--- src/rtl/axis_rr_arbiter_if.sv ---
// Stream bundle between the round-robin arbiter and its sources/consumer.
// The arbiter takes the slave view; the sources and the downstream reader take the master view.
interface axis_rr_arbiter_if #(
  parameter int DATA_WIDTH = 32,
  parameter int NUM_SRC    = 4
);
  logic [NUM_SRC-1:0]            src_enable;
  logic [NUM_SRC*DATA_WIDTH-1:0] s_axis_tdata;
  logic [NUM_SRC-1:0]            s_axis_tvalid;
  logic [NUM_SRC-1:0]            s_axis_tready;
  logic [DATA_WIDTH-1:0]         m_axis_tdata;
  logic [2:0]                    m_axis_tid;
  logic                          m_axis_tvalid;
  logic                          m_axis_tready;
  logic [NUM_SRC-1:0]            grant;

  modport slave (
    input  src_enable, s_axis_tdata, s_axis_tvalid, m_axis_tready,
    output s_axis_tready, m_axis_tdata, m_axis_tid, m_axis_tvalid, grant
  );

  modport master (
    output src_enable, s_axis_tdata, s_axis_tvalid, m_axis_tready,
    input  s_axis_tready, m_axis_tdata, m_axis_tid, m_axis_tvalid, grant
  );
endinterface

--- src/rtl/axis_rr_arbiter.sv ---
// Round-robin merge of NUM_SRC AXI-stream sources into one registered output,
// granting one source for up to BURST_LEN beats per arbitration.
module axis_rr_lane #(
  parameter int DATA_WIDTH = 32
) (
  input  logic                  gnt,
  input  logic                  en,
  input  logic                  vld,
  input  logic                  can_load,
  input  logic [DATA_WIDTH-1:0] data,
  output logic                  req,
  output logic                  tready,
  output logic [DATA_WIDTH-1:0] data_m
);
  assign req    = vld & en;
  // a disabled granted source must not hand over a beat on its release cycle
  assign tready = gnt & en & can_load;
  assign data_m = gnt ? data : '0;
endmodule

module axis_rr_arbiter #(
  parameter int DATA_WIDTH = 32,
  parameter int NUM_SRC    = 4,
  parameter int BURST_LEN  = 16
) (
  input  logic              aclk,
  input  logic              aresetn,
  axis_rr_arbiter_if.slave  bus
);
  localparam int IW = (NUM_SRC > 1) ? $clog2(NUM_SRC) : 1;
  localparam int CW = $clog2(BURST_LEN + 1);

  typedef enum logic {IDLE, XFER} state_t;

  state_t                              state;
  logic [NUM_SRC-1:0]                  grant_q;
  logic [IW-1:0]                       gidx;
  logic [IW-1:0]                       last_grant;
  logic [CW-1:0]                       beat_cnt;

  logic [NUM_SRC-1:0]                  req;
  logic [NUM_SRC-1:0]                  tready;
  logic [NUM_SRC-1:0][DATA_WIDTH-1:0]  data_m;
  logic [DATA_WIDTH-1:0]               sel_data;
  logic [IW-1:0]                       nxt_idx;
  logic [IW-1:0]                       cand;
  logic                                nxt_vld;

  logic                                m_valid_q;
  logic [DATA_WIDTH-1:0]               m_data_q;
  logic [2:0]                          m_tid_q;

  logic                                can_load;
  logic                                accept;
  logic                                last_beat;
  logic                                g_vld;
  logic                                g_en;

  assign can_load = ~m_valid_q | bus.m_axis_tready;

  generate
    for (genvar i = 0; i < NUM_SRC; i++) begin : g_lane
      axis_rr_lane #(.DATA_WIDTH(DATA_WIDTH)) u_lane (
        .gnt      (grant_q[i]),
        .en       (bus.src_enable[i]),
        .vld      (bus.s_axis_tvalid[i]),
        .can_load (can_load),
        .data     (bus.s_axis_tdata[i*DATA_WIDTH +: DATA_WIDTH]),
        .req      (req[i]),
        .tready   (tready[i]),
        .data_m   (data_m[i])
      );
    end
  endgenerate

  // grant is one-hot, so an OR of the masked lanes is the data mux
  always_comb begin
    sel_data = '0;
    for (int i = 0; i < NUM_SRC; i++) sel_data = sel_data | data_m[i];
  end

  // scan from farthest to nearest so the nearest requester after last_grant wins
  always_comb begin
    nxt_vld = 1'b0;
    nxt_idx = '0;
    cand    = '0;
    for (int k = NUM_SRC; k >= 1; k--) begin
      cand = IW'((int'(last_grant) + k) % NUM_SRC);
      if (req[cand]) begin
        nxt_vld = 1'b1;
        nxt_idx = cand;
      end
    end
  end

  assign accept    = |(tready & bus.s_axis_tvalid);
  assign last_beat = (beat_cnt == CW'(BURST_LEN - 1));
  assign g_vld     = bus.s_axis_tvalid[gidx];
  assign g_en      = bus.src_enable[gidx];

  always_ff @(posedge aclk) begin
    if (!aresetn) begin
      state      <= IDLE;
      grant_q    <= '0;
      gidx       <= '0;
      last_grant <= IW'(NUM_SRC - 1);
      beat_cnt   <= '0;
    end else begin
      case (state)
        IDLE: begin
          if (nxt_vld) begin
            state         <= XFER;
            grant_q       <= '0;
            grant_q[nxt_idx] <= 1'b1;
            gidx          <= nxt_idx;
            last_grant    <= nxt_idx;
            beat_cnt      <= '0;
          end
        end
        XFER: begin
          if (accept) begin
            beat_cnt <= beat_cnt + 1'b1;
            if (last_beat) begin
              state   <= IDLE;
              grant_q <= '0;
            end
          end else if (!g_vld || !g_en) begin
            state   <= IDLE;
            grant_q <= '0;
          end
        end
        default: begin
          state   <= IDLE;
          grant_q <= '0;
        end
      endcase
    end
  end

  // output register: a held beat survives grant changes until the reader takes it
  always_ff @(posedge aclk) begin
    if (!aresetn) begin
      m_valid_q <= 1'b0;
      m_data_q  <= '0;
      m_tid_q   <= '0;
    end else if (accept) begin
      m_valid_q <= 1'b1;
      m_data_q  <= sel_data;
      m_tid_q   <= 3'(gidx);
    end else if (bus.m_axis_tready) begin
      m_valid_q <= 1'b0;
    end
  end

  assign bus.s_axis_tready = tready;
  assign bus.grant         = grant_q;
  assign bus.m_axis_tvalid = m_valid_q;
  assign bus.m_axis_tdata  = m_data_q;
  assign bus.m_axis_tid    = m_tid_q;
endmodule

--- src/flat_wrapper.sv ---
// flat-port wrapper written by rule: the top's interface ports become plain ports
module axis_rr_arbiter_flat 
#(
  parameter int DATA_WIDTH = 32,
  parameter int NUM_SRC    = 4,
  parameter int BURST_LEN  = 16
)
  (aclk, aresetn, bus_src_enable, bus_s_axis_tdata, bus_s_axis_tvalid, bus_m_axis_tready, bus_s_axis_tready, bus_m_axis_tdata, bus_m_axis_tid, bus_m_axis_tvalid, bus_grant);
  axis_rr_arbiter_if #(.DATA_WIDTH(DATA_WIDTH), .NUM_SRC(NUM_SRC)) bus_i ();
  input  logic aclk;
  input  logic aresetn;
  input wire logic [$bits(bus_i.src_enable)-1:0] bus_src_enable;
  input wire logic [$bits(bus_i.s_axis_tdata)-1:0] bus_s_axis_tdata;
  input wire logic [$bits(bus_i.s_axis_tvalid)-1:0] bus_s_axis_tvalid;
  input wire logic [$bits(bus_i.m_axis_tready)-1:0] bus_m_axis_tready;
  output wire logic [$bits(bus_i.s_axis_tready)-1:0] bus_s_axis_tready;
  output wire logic [$bits(bus_i.m_axis_tdata)-1:0] bus_m_axis_tdata;
  output wire logic [$bits(bus_i.m_axis_tid)-1:0] bus_m_axis_tid;
  output wire logic [$bits(bus_i.m_axis_tvalid)-1:0] bus_m_axis_tvalid;
  output wire logic [$bits(bus_i.grant)-1:0] bus_grant;
  assign bus_i.src_enable = bus_src_enable;
  assign bus_i.s_axis_tdata = bus_s_axis_tdata;
  assign bus_i.s_axis_tvalid = bus_s_axis_tvalid;
  assign bus_i.m_axis_tready = bus_m_axis_tready;
  assign bus_s_axis_tready = bus_i.s_axis_tready;
  assign bus_m_axis_tdata = bus_i.m_axis_tdata;
  assign bus_m_axis_tid = bus_i.m_axis_tid;
  assign bus_m_axis_tvalid = bus_i.m_axis_tvalid;
  assign bus_grant = bus_i.grant;
  axis_rr_arbiter #(.DATA_WIDTH(DATA_WIDTH), .NUM_SRC(NUM_SRC), .BURST_LEN(BURST_LEN)) u_core (.aclk(aclk), .aresetn(aresetn), .bus(bus_i));
endmodule
--- config.mk ---
export PLATFORM = sky130hd
export DESIGN_NAME = axis_rr_arbiter_flat
export DESIGN_NICKNAME = d
export VERILOG_FILES = /design/src/rtl/axis_rr_arbiter_if.sv /design/src/rtl/axis_rr_arbiter.sv /design/src/flat_wrapper.sv
export SDC_FILE = /design/constraint.sdc
export NUM_CORES = 1
export LEC_CHECK = 0
export CORE_ASPECT_RATIO = 0.75
export CORE_MARGIN = 4
export CORE_UTILIZATION = 35
export DETAILED_ROUTE_END_ITERATION = 16
export GPL_TIMING_DRIVEN = 0
export PLACE_DENSITY_LB_ADDON = 0.3
export SYNTH_ARGS = -nofsm -noshare
export SYNTH_HDL_FRONTEND = slang
export SYNTH_SLANG_ARGS = --single-unit
export TNS_END_PERCENT = 1
--- constraint.sdc ---
create_clock -name aclk -period 3 [get_ports aclk]
set_input_delay 0.9 -clock aclk [delete_from_list [all_inputs] [get_ports aclk]]
set_output_delay 0.9 -clock aclk [all_outputs]
set_load 0.05 [all_outputs]
Word level (Yosys, flattened, before mapping)
Index checks and enable logic that the tools add are counted.
{"block": "totals", "inputBits": 139, "wordCells": 94, "output_inout_bits": 44, "reg_bits": 49}
{"block": "op_classes", "mux": 41, "eq_ne": 5, "n_reduce_logical": 9, "bitwise_logic": 19, "n_lt_le_gt_ge": 7, "add_sub_neg": 5}
{"cell": "2-to-1 mux 32 bit", "count": 4}
{"cell": "bitwise OR 32 bit", "count": 3}
{"cell": "< comparator 2 x 3 -> 1 bit (second input constant)", "count": 6}
{"cell": "2-to-1 mux 1 bit", "count": 17}
{"cell": "2-to-1 mux 4 bit", "count": 4}
{"cell": "bitwise AND 1 bit", "count": 12}
{"cell": "binary-select mux 1 bit (select 2 bit)", "count": 6}
{"cell": "2-to-1 mux 5 bit", "count": 2}
{"cell": "case mux 5 bit (2 select lines)", "count": 1}
{"cell": "2-to-1 mux 2 bit", "count": 4}
{"cell": "case mux 4 bit (2 select lines)", "count": 1}
{"cell": "!= test 3 bit (second input constant)", "count": 2}
{"cell": "adder 5 x 1 -> 5 bit (second input constant)", "count": 1}
{"cell": "== test 5 x 4 -> 1 bit (second input constant)", "count": 1}
{"cell": "adder 2 x 1 -> 2 bit (second input constant)", "count": 2}
{"cell": "adder 2 bit (second input constant)", "count": 2}
{"cell": "bitwise AND 4 bit", "count": 1}
{"cell": "AND reduction 2 bit", "count": 2}
{"cell": "OR reduction 4 bit", "count": 1}
{"cell": "AND reduction 3 bit", "count": 1}
{"cell": "demux 1 bit (select 2 bit)", "count": 1}
{"cell": ">= comparator 2 x 1 -> 1 bit (second input constant)", "count": 1}
{"cell": "logical NOT 1 bit", "count": 2}
{"cell": "!= test 2 x 1 -> 1 bit (second input constant)", "count": 1}
{"cell": "7 further kinds", "count": 8}

Logic depth before layout (Yosys ltp)
Gate-level depths: netlist (run 1).
{"block": "logic_depth", "ltp_word": 13, "depth_mapped": 8, "ltp_nobuf": 6}

Hierarchy
Synthesis (run 1) repeated with hierarchy kept, for this count alone.
{"block": "unflattened", "cells_unflattened": 385, "hier_area_um2": 3196.8}
{"mod": "axis_rr_arbiter", "n_inst": 1, "cells_each": 237, "area_per_inst_um2": 2120.8}
{"mod": "axis_rr_lane", "n_inst": 4, "cells_each": 37, "area_per_inst_um2": 269.0}

Worst setup path after synthesis (run 1)
No wires, ideal clock.
{"block": "synth_timing", "path_kind": "input-to-output", "startpoint": "input bus_m_axis_tready", "endpoint": "output bus_s_axis_tready[0]", "path_stages": 4, "n_path_buf": 2, "t_required_ns": 2.100, "path_slack_ns": 0.574, "t_arrival_ns": 1.526, "path_cell_list": "nand2b_1 buf_2 and3_1 buf_4"}
{"block": "synth_via", "elab_chain_cells": 2}
{"element": "from (decl)", "line": "flat_wrapper.sv:15", "source": "input wire logic [$bits(bus_i.m_axis_tready)-1:0] bus_m_axis_tready;"}
{"element": "bitwise OR 1 bit", "line": "axis_rr_arbiter.sv:59", "source": "assign can_load = ~m_valid_q | bus.m_axis_tready;"}
{"element": "bitwise AND 1 bit", "line": "axis_rr_arbiter.sv:17", "source": "assign tready = gnt & en & can_load;"}
{"element": "to (decl)", "line": "flat_wrapper.sv:16", "source": "output wire logic [$bits(bus_i.s_axis_tready)-1:0] bus_s_axis_tready;"}
Every way passes these cells.

Worst setup path after layout (run 1)
{"block": "layout_timing", "startpoint": "input bus_m_axis_tready", "endpoint": "output bus_s_axis_tready[1]"}
The elaborated chain is that of the path after synthesis.

==> flow_metrics.py, run 1 <==
metrics = {
    "logic_synthesis": {
        "synthesis.area_sq_um": 2830,
        "syn_area_per_cell_sq_um": 9.16,
        "yosysUniqueCellTypes": 38,
        "yosysTopAreaCellShare_pct": 34.7,
        "syn_inst": 309,
        "synth_top_cell_by_area": "dfxtp_1",
        "synthTopCellsByArea": "dfxtp_1 35%, a22oi_1 18%, a311oi_2 7.4%, o211a_1 6.4%, nand3_1 4.6%",
        "synth_edf_count": 0,
        "synth_warnings": 0,
        "ys.flop_type": "dfxtp_1",
        "ys_seq_elements": 49,
        "async_flop_share_pct": 0,
        "synthesis.nets": 450,
        "seq_area_frac_synth_pct": 34.7,
    },
    "timing": {
        "fmax_mhz": 335,
        "tightest_slew_ns": 0.656,
        "slew_headroom_pct": 56.2,
        "drv_slew": 0,
        "finalSetupTns_ns": 0,
        "skew_ns": 0.00687,
        "fin_crit_sh_pct": 99.6,
        "finalSetupViolCount": 0,
        "min_period_ns": 2.99,
        "finalHoldViolCount": 0,
    },
    "clock_network": {
        "cts.clk_slew.worst_paths_ns": 0.09,
        "cts_buffer_depth": 2,
        "cts_buffers": 5,
        "cts_resized": 29,
        "cts-htree-levels": 2,
        "clk_latency_ns": 0.31,
        "clockRootBuffer": "clkbuf_8",
        "cts_tree": "yes",
        "clkSinkCount": 49,
        "post_cts_buffers": 0,
        "hold_buffers": 0,
    },
    "status": {
        "status": "completed",
    },
    "drt": {
        "wire_per_inst_um": 19.0,
        "drc": 0,
        "drt-total-wl_mm": 11.4,
        "drt_iter0_drc": 298,
        "vias": 3333,
        "viasPerCell": 5.55,
        "drtPass1Iterations": 7,
        "ant_nets": 0,
    },
    "finish": {
        "diodes": 0,
        "drive_gt1_share_pct": 10.7,
        "instances_no_fill": 601,
        "nets": 637,
        "fillers": 703,
        "syn2layout_area_growth_pct": 72.4,
        "mostFrequentLayoutCell": "clkdlybuf4s50_1",
        "multi_input_area_sq_um": 1600,
        "final_cell_mix": "176 x clkdlybuf4s50_1, 66 x a22oi_1, 49 x dfxtp_1",
        "regArea_sq_um": 981,
    },
    "setup_path": {
        "cp_max_fo": 9,
        "start_kind": "input pin",
        "crit_required_ns": 2.10,
        "path_class": "in -> out",
        "cp.arrival_ns": 2.09,
        "end_kind": "output port",
    },
    "placement": {
        "dp_hpwl_mm": 8.74,
        "port_buffers": 180,
        "placed_cells": 594,
        "globalplace.congestion": 0.917,
    },
    "grt": {
        "antenna_found_initial": 0,
        "grt_overflow_total": 0,
        "grt_first_pass_wirelength_mm": 17.4,
        "grt_pass1_vias": 3382,
        "grt_start_max_net_pins": 14,
        "grtUsageTotal_pct": 22.4,
    },
    "die": {
        "io_pins": 183,
        "initial_core_util_pct": 35.9,
        "core.rowCount": 28,
        "core_sq_um": 7880,
        "die-area_sq_um": 9600,
        "fp.dieH_um": 85.9,
        "die_w_um": 112,
    },
    "pwr": {
        "leakagePower_uw": 0.00187,
        "p_sw_share_pct": 36.2,
        "p_int_uw": 1270,
        "power.switching_uw": 721,
        "clkPwrFrac_pct": 20.6,
        "powerDensity_nw_per_um2": 409,
        "seqPwrFrac_pct": 37.1,
        "ir_drop_uv": 247,
        "pwr-share-comb_pct": 42.4,
    },
    "flow_run": {
        "cap_violations": 0,
    },
    "min_path": {
        "hold_path_class": "reg -> reg",
    },
}
through the flow:
step	total power [uW]	hold slack (ns)	utilization (%)	worst slack (ns)	instance area (sq um)
floorplan	1210	0.473	-	0.574	2830
global placement	1580	0.479	60.4	-0.641	4760
detailed placement	1590	0.487	60.4	-0.643	4760
CTS	1990	0.508	61.6	0.000769	4860
global route	2080	0.533	61.9	-0.0136	4880
finish	1990	0.507	61.9	0.0134	4880
cells in the mapped netlist, drive strengths merged (6+ instances only):
master,number
a22oi,66
a311oi,16
and3,6
buf,21
clkbuf,20
dfxtp,49
inv,6
nand2,11
nand3,26
nand4,6
nor2,19
o211a,18
routing by layer:
layer	vias up	wire length [um]	track usage, %
li1	1573	-	-
met1	1553	4810	28.9
met2	189	5310	37.1
met3	18	1160	6.98
met4	0	153	5.19
met5	-	0	0
final timing paths:
path                                                  from                                        to  slack, ns  cells past startpoint
hold / removal    u_core.bus.m_axis_tdata[25]$_SDFFE_PN0P_  u_core.bus.m_axis_tdata[25]$_SDFFE_PN0P_       0.51                      1
setup reg to reg          u_core.bus.grant[0]$_SDFFE_PN0P_          u_core.bus.grant[3]$_SDFFE_PN0P_       1.07                      5
hold reg to reg   u_core.bus.m_axis_tdata[25]$_SDFFE_PN0P_  u_core.bus.m_axis_tdata[25]$_SDFFE_PN0P_       0.51                      1
setup / recovery                         bus_m_axis_tready                      bus_s_axis_tready[1]       0.01                      6
critical path, stage by stage:
cell,delay [ns]
clkdlybuf4s50_1,0.49
nand2b_4,0.13
buf_6,0.12
and3_4,0.19
buf_4,0.11
buf_6,0.15
power by group through the flow:
| stage | clock [uW] | sequential [uW] | combinational, uW |
|---|---|---|---|
| final | 410 | 739 | 845 |
| after global routing | 438 | 745 | 894 |
| after CTS | 412 | 738 | 841 |
| after detailed placement | 0 | 753 | 835 |
| after global placement | 0 | 751 | 826 |
| after floorplan | 0 | 895 | 315 |
sequential cells by signal, summed over array words and instances, names as in the netlist:
signal / flops
u_core.bus.m_axis_tdata: 32
u_core.beat_cnt: 5
u_core.bus.grant: 4
u_core.bus.m_axis_tid: 2
u_core.gidx: 2
u_core.last_grant: 2
u_core.bus.m_axis_tvalid: 1
u_core.state: 1
final cells by class:
class | count | area share (%)
timing repair buffer | 180 | 37.1
multi-input combinational | 213 | 32.9
sequential | 49 | 20.1
buffer | 41 | 4.95
tap | 105 | 2.69
clock buffer | 7 | 1.77
inverter | 6 | 0.462
cell families after synthesis:
kind of cell / after synthesis / share of synthesized area (%)
buffers and inverters: 47 / 9.07
other: 1 / 0.133
adder cells (fa/ha/maj): 2 / 0.884
AND/OR/NAND/NOR: 78 / 14.3
flip-flops: 49 / 34.7
AO/OA/AOI/OAI: 128 / 39.1
multiplexers: 4 / 1.86
(Power assumes the default switching activity.)
==> run 2: changes to the inputs <==
CELL_PAD_IN_SITES_DETAIL_PLACEMENT = 2   (was unset)
CELL_PAD_IN_SITES_GLOBAL_PLACEMENT = 2   (was unset)
CORE_UTILIZATION = 21   (was 35)
==> flow_metrics.py, run 2 (synthesis results as in run 1) <==
metrics = {
    "clock_network": {
        "clk_latency_ns": 0.29,
        "cts_tree": "yes",
        "hold_buffers": 0,
        "cts_buffers": 5,
        "clockRootBuffer": "clkbuf_16",
        "cts-htree-levels": 2,
        "clkSinkCount": 49,
        "cts_buffer_depth": 2,
        "cts.clk_slew.worst_paths_ns": 0.06,
    },
    "grt": {
        "grt_pass1_vias": 3772,
        "antenna_found_initial": 0,
        "grt_first_pass_wirelength_mm": 21.3,
        "grt_start_max_net_pins": 14,
        "grt_overflow_total": 0,
        "grtUsageTotal_pct": 17.8,
    },
    "timing": {
        "rsz0062_at_grt": "false",
        "tightest_slew_ns": 0.731,
        "finalSetupTns_ns": 0,
        "finalSetupViolCount": 0,
        "fmax_mhz": 339,
        "fin_crit_sh_pct": 98.3,
        "finalHoldViolCount": 0,
        "slew_headroom_pct": 51.2,
        "min_period_ns": 2.95,
        "drv_slew": 0,
        "holdWs_ns": 0.497,
        "skew_ns": 0.0101,
    },
    "die": {
        "core.rowCount": 36,
        "initial_core_util_pct": 21.6,
        "fp.dieH_um": 109,
        "core_sq_um": 13100,
        "die-area_sq_um": 15400,
        "die_w_um": 142,
        "io_pins": 183,
    },
    "status": {
        "status": "completed",
    },
    "setup_path": {
        "cp.arrival_ns": 2.05,
        "cp_max_fo": 9,
        "path_class": "in -> out",
        "start_kind": "input pin",
        "crit_required_ns": 2.10,
        "end_kind": "output port",
    },
    "finish": {
        "fillers": 1411,
        "final_cell_mix": "176 x clkdlybuf4s50_1, 66 x a22oi_1, 49 x dfxtp_1",
        "drive_gt1_share_pct": 10.5,
        "largest_register_ffs": 32,
        "syn2layout_area_growth_pct": 76.7,
        "mostFrequentLayoutCell": "clkdlybuf4s50_1",
        "diodes": 0,
        "nets": 637,
    },
    "pwr": {
        "leakagePower_uw": 0.00190,
        "p_sw_share_pct": 35.4,
        "p_int_uw": 1400,
        "ir_drop_uv": 207,
        "pwr-share-comb_pct": 40.0,
        "clkPwrFrac_pct": 25.9,
        "power.switching_uw": 766,
        "powerDensity_nw_per_um2": 433,
        "seqPwrFrac_pct": 34.1,
    },
    "drt": {
        "wire_per_inst_um": 21.4,
        "drtPass1Iterations": 4,
        "drt-total-wl_mm": 14.3,
        "drt_iter0_drc": 118,
        "drc": 0,
        "vias": 3338,
        "viasPerCell": 5.00,
        "ant_nets": 0,
    },
    "placement": {
        "dp_hpwl_mm": 11.3,
        "globalplace.congestion": 0.817,
        "port_buffers": 180,
    },
    "flow_run": {
        "cap_violations": 0,
    },
    "min_path": {
        "hold_path_class": "reg -> reg",
    },
}
## run 2: cell count changes in the layout (fill, tap and decap cells not counted), sizes merged
cell	before	now
clkbuf	27	28
## run 2: cell type report
type | instances | area (sq um) | share of cell area (%)
buffer | 41 | 243 | 4.86
timing repair buffer | 180 | 1800 | 36.1
inverter | 6 | 22.5 | 0.451
clock buffer | 8 | 136 | 2.73
tap | 171 | 214 | 4.28
sequential | 49 | 981 | 19.6
multi-input combinational | 213 | 1600 | 32.0
## run 2: layer usage
layer | global-route usage [%] | part of all wire [%] | up-vias
met3 | 5.84 | 8.0 | 14
met1 | 22.1 | 43 | 1621
met2 | 30.8 | 48 | 129
met4 | 2.81 | 1.1 | 0
met5 | 0 | 0 | -
li1 | - | - | 1574
## run 2: path summary, 6_finish.rpt
check / startpoint / end / cells after the start / slack (ns)
hold reg to reg: u_core.bus.m_axis_tdata[30]$_SDFFE_PN0P_ / u_core.bus.m_axis_tdata[30]$_SDFFE_PN0P_ / 1 / 0.50
setup / recovery: bus_m_axis_tready / bus_s_axis_tready[0] / 6 / 0.05
hold / removal: u_core.bus.m_axis_tdata[30]$_SDFFE_PN0P_ / u_core.bus.m_axis_tdata[30]$_SDFFE_PN0P_ / 1 / 0.50
setup reg to reg: u_core.bus.grant[0]$_SDFFE_PN0P_ / u_core.bus.grant[0]$_SDFFE_PN0P_ / 5 / 0.93
## run 2: metrics by stage
step	std cells	power [uW]	utilization (%)	setup slack (ns)	cell area [sq um]
final	668	2170	38.1	0.0509	5000
after global placement	660	1600	37.0	-0.641	4840
after global routing	668	2280	38.1	0.00422	5000
after CTS	668	2190	38.0	0.0148	4980
after floorplan	309	1210	-	0.574	2830
after detailed placement	660	1620	37.0	-0.652	4840
## run 2: power groups by stage
stage	Sequential (uW)	Clock, uW	Combinational, uW
final	739	561	866
after global placement	750	0	846
after detailed placement	753	0	868
after global routing	746	604	928
after CTS	739	579	875
after floorplan	895	0	315
## run 2: critical path, stage by stage
cell and delay (ns):
clkdlybuf4s50_1 0.45, nand2b_4 0.11, buf_6 0.12, and3_1 0.20, buf_4 0.12, buf_6 0.14
## run 2: what timing repair did
item | in CTS | in global routing
buffers inserted | 0 | 0
resized for setup | 29 | 3
endpoints found under the setup margin | 4 | 4
==> edit 1: new RTL, settings of run 1 <==
`NUM_SRC` is set to 4 in 3 places; all go to 2.
--- a/src/rtl/axis_rr_arbiter_if.sv
+++ b/src/rtl/axis_rr_arbiter_if.sv
@@ -3,5 +3,5 @@
 interface axis_rr_arbiter_if #(
   parameter int DATA_WIDTH = 32,
-  parameter int NUM_SRC    = 4
+  parameter int NUM_SRC    = 2
 );
   logic [NUM_SRC-1:0]            src_enable;
--- a/src/rtl/axis_rr_arbiter.sv
+++ b/src/rtl/axis_rr_arbiter.sv
@@ -21,5 +21,5 @@
 module axis_rr_arbiter #(
   parameter int DATA_WIDTH = 32,
-  parameter int NUM_SRC    = 4,
+  parameter int NUM_SRC    = 2,
   parameter int BURST_LEN  = 16
 ) (
--- a/src/flat_wrapper.sv
+++ b/src/flat_wrapper.sv
@@ -3,5 +3,5 @@
 #(
   parameter int DATA_WIDTH = 32,
-  parameter int NUM_SRC    = 4,
+  parameter int NUM_SRC    = 2,
   parameter int BURST_LEN  = 16
 )
Ports: changed (5 resized); port bits go from 183 to 111. The function was not compared with the original's and may differ.
==> edit 1 against run 1 <==
  * Design area decreased by 34%
  * Setup slack better by 0.076 ns
  * Total power down 24%
  * Non-clock buffer count decreased by 86
  * Wire length down 45%
  * Die area decreased by 29%
  * Synthesized area shrank 31%
  * Sequential cell count shrank 5
==> edit 1: results <==
metrics = {
    "global_routing": {
        "antenna_found_initial": 0,
        "grt_max_degree": 15,
        "met2_usage_pct": 30.3,
        "grt_first_pass_wirelength_um": 9840,
        "met1_usage_pct": 23.0,
        "grt_use_met3_pct": 5.70,
        "grt_use_total_pct": 18.3,
        "grt_pass1_vias": 2090,
    },
    "yosys": {
        "yosysSeqAreaShare_pct": 45.4,
        "ys_types": 33,
        "post_synth_inst_count": 226,
        "synth_common_cells": "dfxtp_1, nor2_1, nor3_1",
        "synth_most_common_cell": "dfxtp_1",
        "synthTopCellsByArea": "dfxtp_1, a221oi_1, nor3_1",
    },
    "timing": {
        "skew_ns": 0.00961,
        "fmax_ghz": 0.344,
        "slew_headroom_pct": 64.6,
        "hold_ws_ns": 0.464,
    },
    "placement": {
        "place_area_sq_mm": 0.00311,
        "dp_slack_ns": -0.464,
        "port_buffers": 107,
        "dp_hpwl_um": 4850,
        "gp_congestion": 0.877,
    },
    "setup_path": {
        "ff2ff_setup_slack_ns": 1.34,
        "crit_start": "bus_src_enable[1]",
        "cpPeakStageDelay_ns": 0.55,
        "r2r-end": "u_core.bus.m_axis_tdata[25]",
        "reg2reg_depth": 7,
        "crit_arrival_ns": 2.01,
        "crit_path_end": "bus_s_axis_tready[1]",
        "crit_path_max_fanout": 5,
    },
    "min_path": {
        "min_delay_path_depth": 2,
    },
    "route": {
        "detail_route.wl_per_cell_um": 15.0,
        "first_pass_iters": 4,
        "vias_per_cell": 5.09,
        "drt_iter0_markers": 97,
    },
    "run_status": {
        "status": "finished clean",
    },
    "cells_and_area": {
        "fin_nets": 414,
        "fin_cells": 417,
    },
    "pwr": {
        "p_leak_uw": 0.00117,
        "ir_drop_mv": 0.229,
    },
    "clocking": {
        "clk-insertion-delay-late_ns": 0.29,
        "clk_pin_slew_worst_paths_ns": 0.08,
    },
}
[edit 1: cell types whose count changed in the layout (fill, tap and decap cells not counted), moves of 14 or more]
cell / before / now
a22oi_1: 66 / 1
nand3_1: 26 / 7
o211a_1: 18 / 0
clkdlybuf4s50_1: 176 / 105
a221oi_1: 0 / 32
nor3_1: 1 / 33
nor2_1: 19 / 36
a311oi_2: 14 / 0
[edit 1: routing by layer]
metal,wire [um],part of all wire [%]
met5,0,0
met4,43,0.69
met3,608,9.7
met2,2940,47
met1,2680,43
[edit 1: cell families (layout without fill, tap and decap cells)]
group / count (synthesis) / count (layout) / synth area share [%]
compound gates: 50 / 50 / 21.0
fa+ha+maj: 2 / 2 / 1.29
buf+inv: 32 / 147 / 8.78
flops: 44 / 44 / 45.4
mux: 1 / 1 / 0.516
other cells: 1 / 2 / 0.193
simple gates: 96 / 96 / 22.7
[edit 1: layout make-up]
class | instances | area (sq um)
fillers | 498 | 2130
repair buffers | 107 | 1060
multi-input cells | 151 | 893
flip-flops and latches | 44 | 881
plain buffers | 28 | 155
well taps | 75 | 93.8
clock buffers | 6 | 82.6
clock inverters | 2 | 38.8
inverters | 4 | 15.0
[edit 1: worst register-to-register path, stage by stage, from the launching register on]
cell,delay [ns]
dfxtp_1,0.34
buf_4,0.18
nand3_2,0.08
a21o_1,0.19
buf_2,0.18
buf_2,0.20
a221oi_1,0.28
nor3_1,0.08
[edit 1: report_power, final]
part	switching, uW	internal (uW)
logic	231	181
registers	18.1	616
clock network	200	272
total	449	1070
[edit 1: timing repair]
item	4_1_cts	5_1_grt
hold endpoints to repair	0	0
gates resized for setup	10	0
setup endpoints to repair	2	0
==> edit 2: new RTL, config.mk and constraints of run 1 <==
Without the edit above. Reset style: asynchronous (`aresetn`), changed in 2 clocked blocks.
--- a/src/rtl/axis_rr_arbiter.sv
+++ b/src/rtl/axis_rr_arbiter.sv
@@ -99,5 +99,5 @@
   assign g_en      = bus.src_enable[gidx];
 
-  always_ff @(posedge aclk) begin
+  always_ff @(posedge aclk or negedge aresetn) begin
     if (!aresetn) begin
       state      <= IDLE;
@@ -139,5 +139,5 @@
 
   // output register: a held beat survives grant changes until the reader takes it
-  always_ff @(posedge aclk) begin
+  always_ff @(posedge aclk or negedge aresetn) begin
     if (!aresetn) begin
       m_valid_q <= 1'b0;
Check against the original RTL: differs if aresetn is asserted again (counterexample within 4 cycles, from zero or initial values and one cycle with aresetn low); with aresetn held inactive, the same outputs for 4 cycles.
==> edit 2 against run 1 <==
  * Non-clock buffer count down 6
  * Highest routed layer unchanged
  * Setup slack better by 0.037 ns
  * Largest cell class unchanged
  * Design area down 2.9%
  * Via count down 4.1%
  * Synthesized area down 4.7%
  * Wire length down 0.74%
  * Die area down 4.3%
  * Sequential cell count unchanged
Power is not compared: it rests on default switching activity, and its combinational part moved more than twofold at a synthesized area within 25%.
==> edit 2: results <==
metrics = {
    "route": {
        "vias_per_cell": 5.60,
        "drt_iter0_markers": 188,
        "detail_route.wl_per_cell_um": 19.9,
        "first_pass_iters": 4,
    },
    "global_routing": {
        "grt_first_pass_wirelength_um": 17200,
        "grt_max_degree": 30,
        "grt_pass1_vias": 3393,
    },
    "placement": {
        "dp_slack_ns": -0.504,
        "dp_hpwl_um": 8710,
        "port_buffers": 181,
        "gp_congestion": 0.935,
        "place_area_sq_mm": 0.00465,
    },
    "yosys": {
        "async_flop_share_pct": 100,
        "syn_nets": 422,
        "synthTopCellsByArea": "dfrtp_1, a22oi_1, a31oi_1",
        "ys_types": 40,
        "synth_common_cells": "a22oi_1, dfrtp_1, nor2_1",
        "synth_ff_type": "dfrtp_1",
        "yosysSeqAreaShare_pct": 45.6,
    },
    "run_status": {
        "status": "finished clean",
    },
    "cells_and_area": {
        "drive_gt1_share_pct": 8.72,
        "fin_area_sq_mm": 0.00473,
        "num-fill-cells": 644,
        "fin_nets": 610,
    },
    "min_path": {
        "hold_start": "u_core.beat_cnt[2]",
    },
    "timing": {
        "worstMarginPinSlew_ns": 1.07,
        "skew_ns": 0.00690,
    },
    "setup_path": {
        "r2r_start": "u_core.bus.grant[0]",
        "crit_arrival_ns": 2.05,
        "crit_start": "bus_m_axis_tready",
    },
    "clocking": {
        "clk_pin_slew_worst_paths_ns": 0.09,
    },
}
-- edit 2: final cells by class --
cell class              instances  share of cell area, %
flip-flops and latches         49                   26.0
repair buffers                182                   38.3
well taps                     101                   2.67
multi-input cells             197                   27.3
clock inverters                 2                  0.291
inverters                       1                 0.0793
clock buffers                   6                   1.74
plain buffers                  33                   3.67
-- edit 2: worst paths after layout --
check / endpoint / slack, ns / depth (start not counted)
worst min-delay path: u_core.beat_cnt[2] / 0.51 / 1
worst max register to register: u_core.beat_cnt[3] / 0.73 / 4
worst min register to register: u_core.beat_cnt[2] / 0.51 / 1
max in group asynchronous: u_core.last_grant[0] / 1.84 / 2
worst max-delay path: bus_s_axis_tready[2] / 0.05 / 5
min in group asynchronous: u_core.bus.m_axis_tdata[11] / 0.55 / 1
-- edit 2: what timing repair did --
action / CTS / global route
endpoints found under the setup margin: 4 / 0
resized for setup: 23 / 0
buffers inserted: 0 / 0
hold buffers: 0 / 0
-- edit 2: cell families (layout without fill, tap and decap cells) --
family | Yosys count | count (layout) | share of synthesized area, %
AOI/OAI and AO/OA | 119 | 119 | 31.6
and+or+nand+nor | 70 | 70 | 12.8
DFF | 49 | 49 | 45.6
buffers and inverters | 35 | 224 | 6.54
muxes | 4 | 4 | 2.04
adders and majority gates | 2 | 2 | 0.928
other | 1 | 1 | 0.139
xor gates and xnor gates | 1 | 1 | 0.325
-- edit 2: metal layers --
layer,routed length (um),global-route usage [%]
met1,4290,28.4
met3,1390,9.20
met2,5490,40.2
met5,0,0
met4,182,7.93
-- edit 2: critical path: stages --
cell,delay [ns]
clkdlybuf4s50_1,0.45
nand2b_4,0.16
and3_1,0.18
buf_4,0.10
buf_2,0.24
-- edit 2: power breakdown --
group / total [uW] / switching (uW) / leakage [uW] / internal [uW]
combinational: 3160 / 2010 / 0.00123 / 1150
sequential: 1180 / 199 / 0.000583 / 982
clock: 414 / 227 / 0.0000512 / 187
-- edit 2: stage by stage --
stage | setup TNS [ns] | instances
after floorplan | 0 | 281
final | 0 | 571
after global placement | -22.13 | 563
after detailed placement | -3.15 | 564
after CTS | 0 | 571
after global routing | 0 | 571
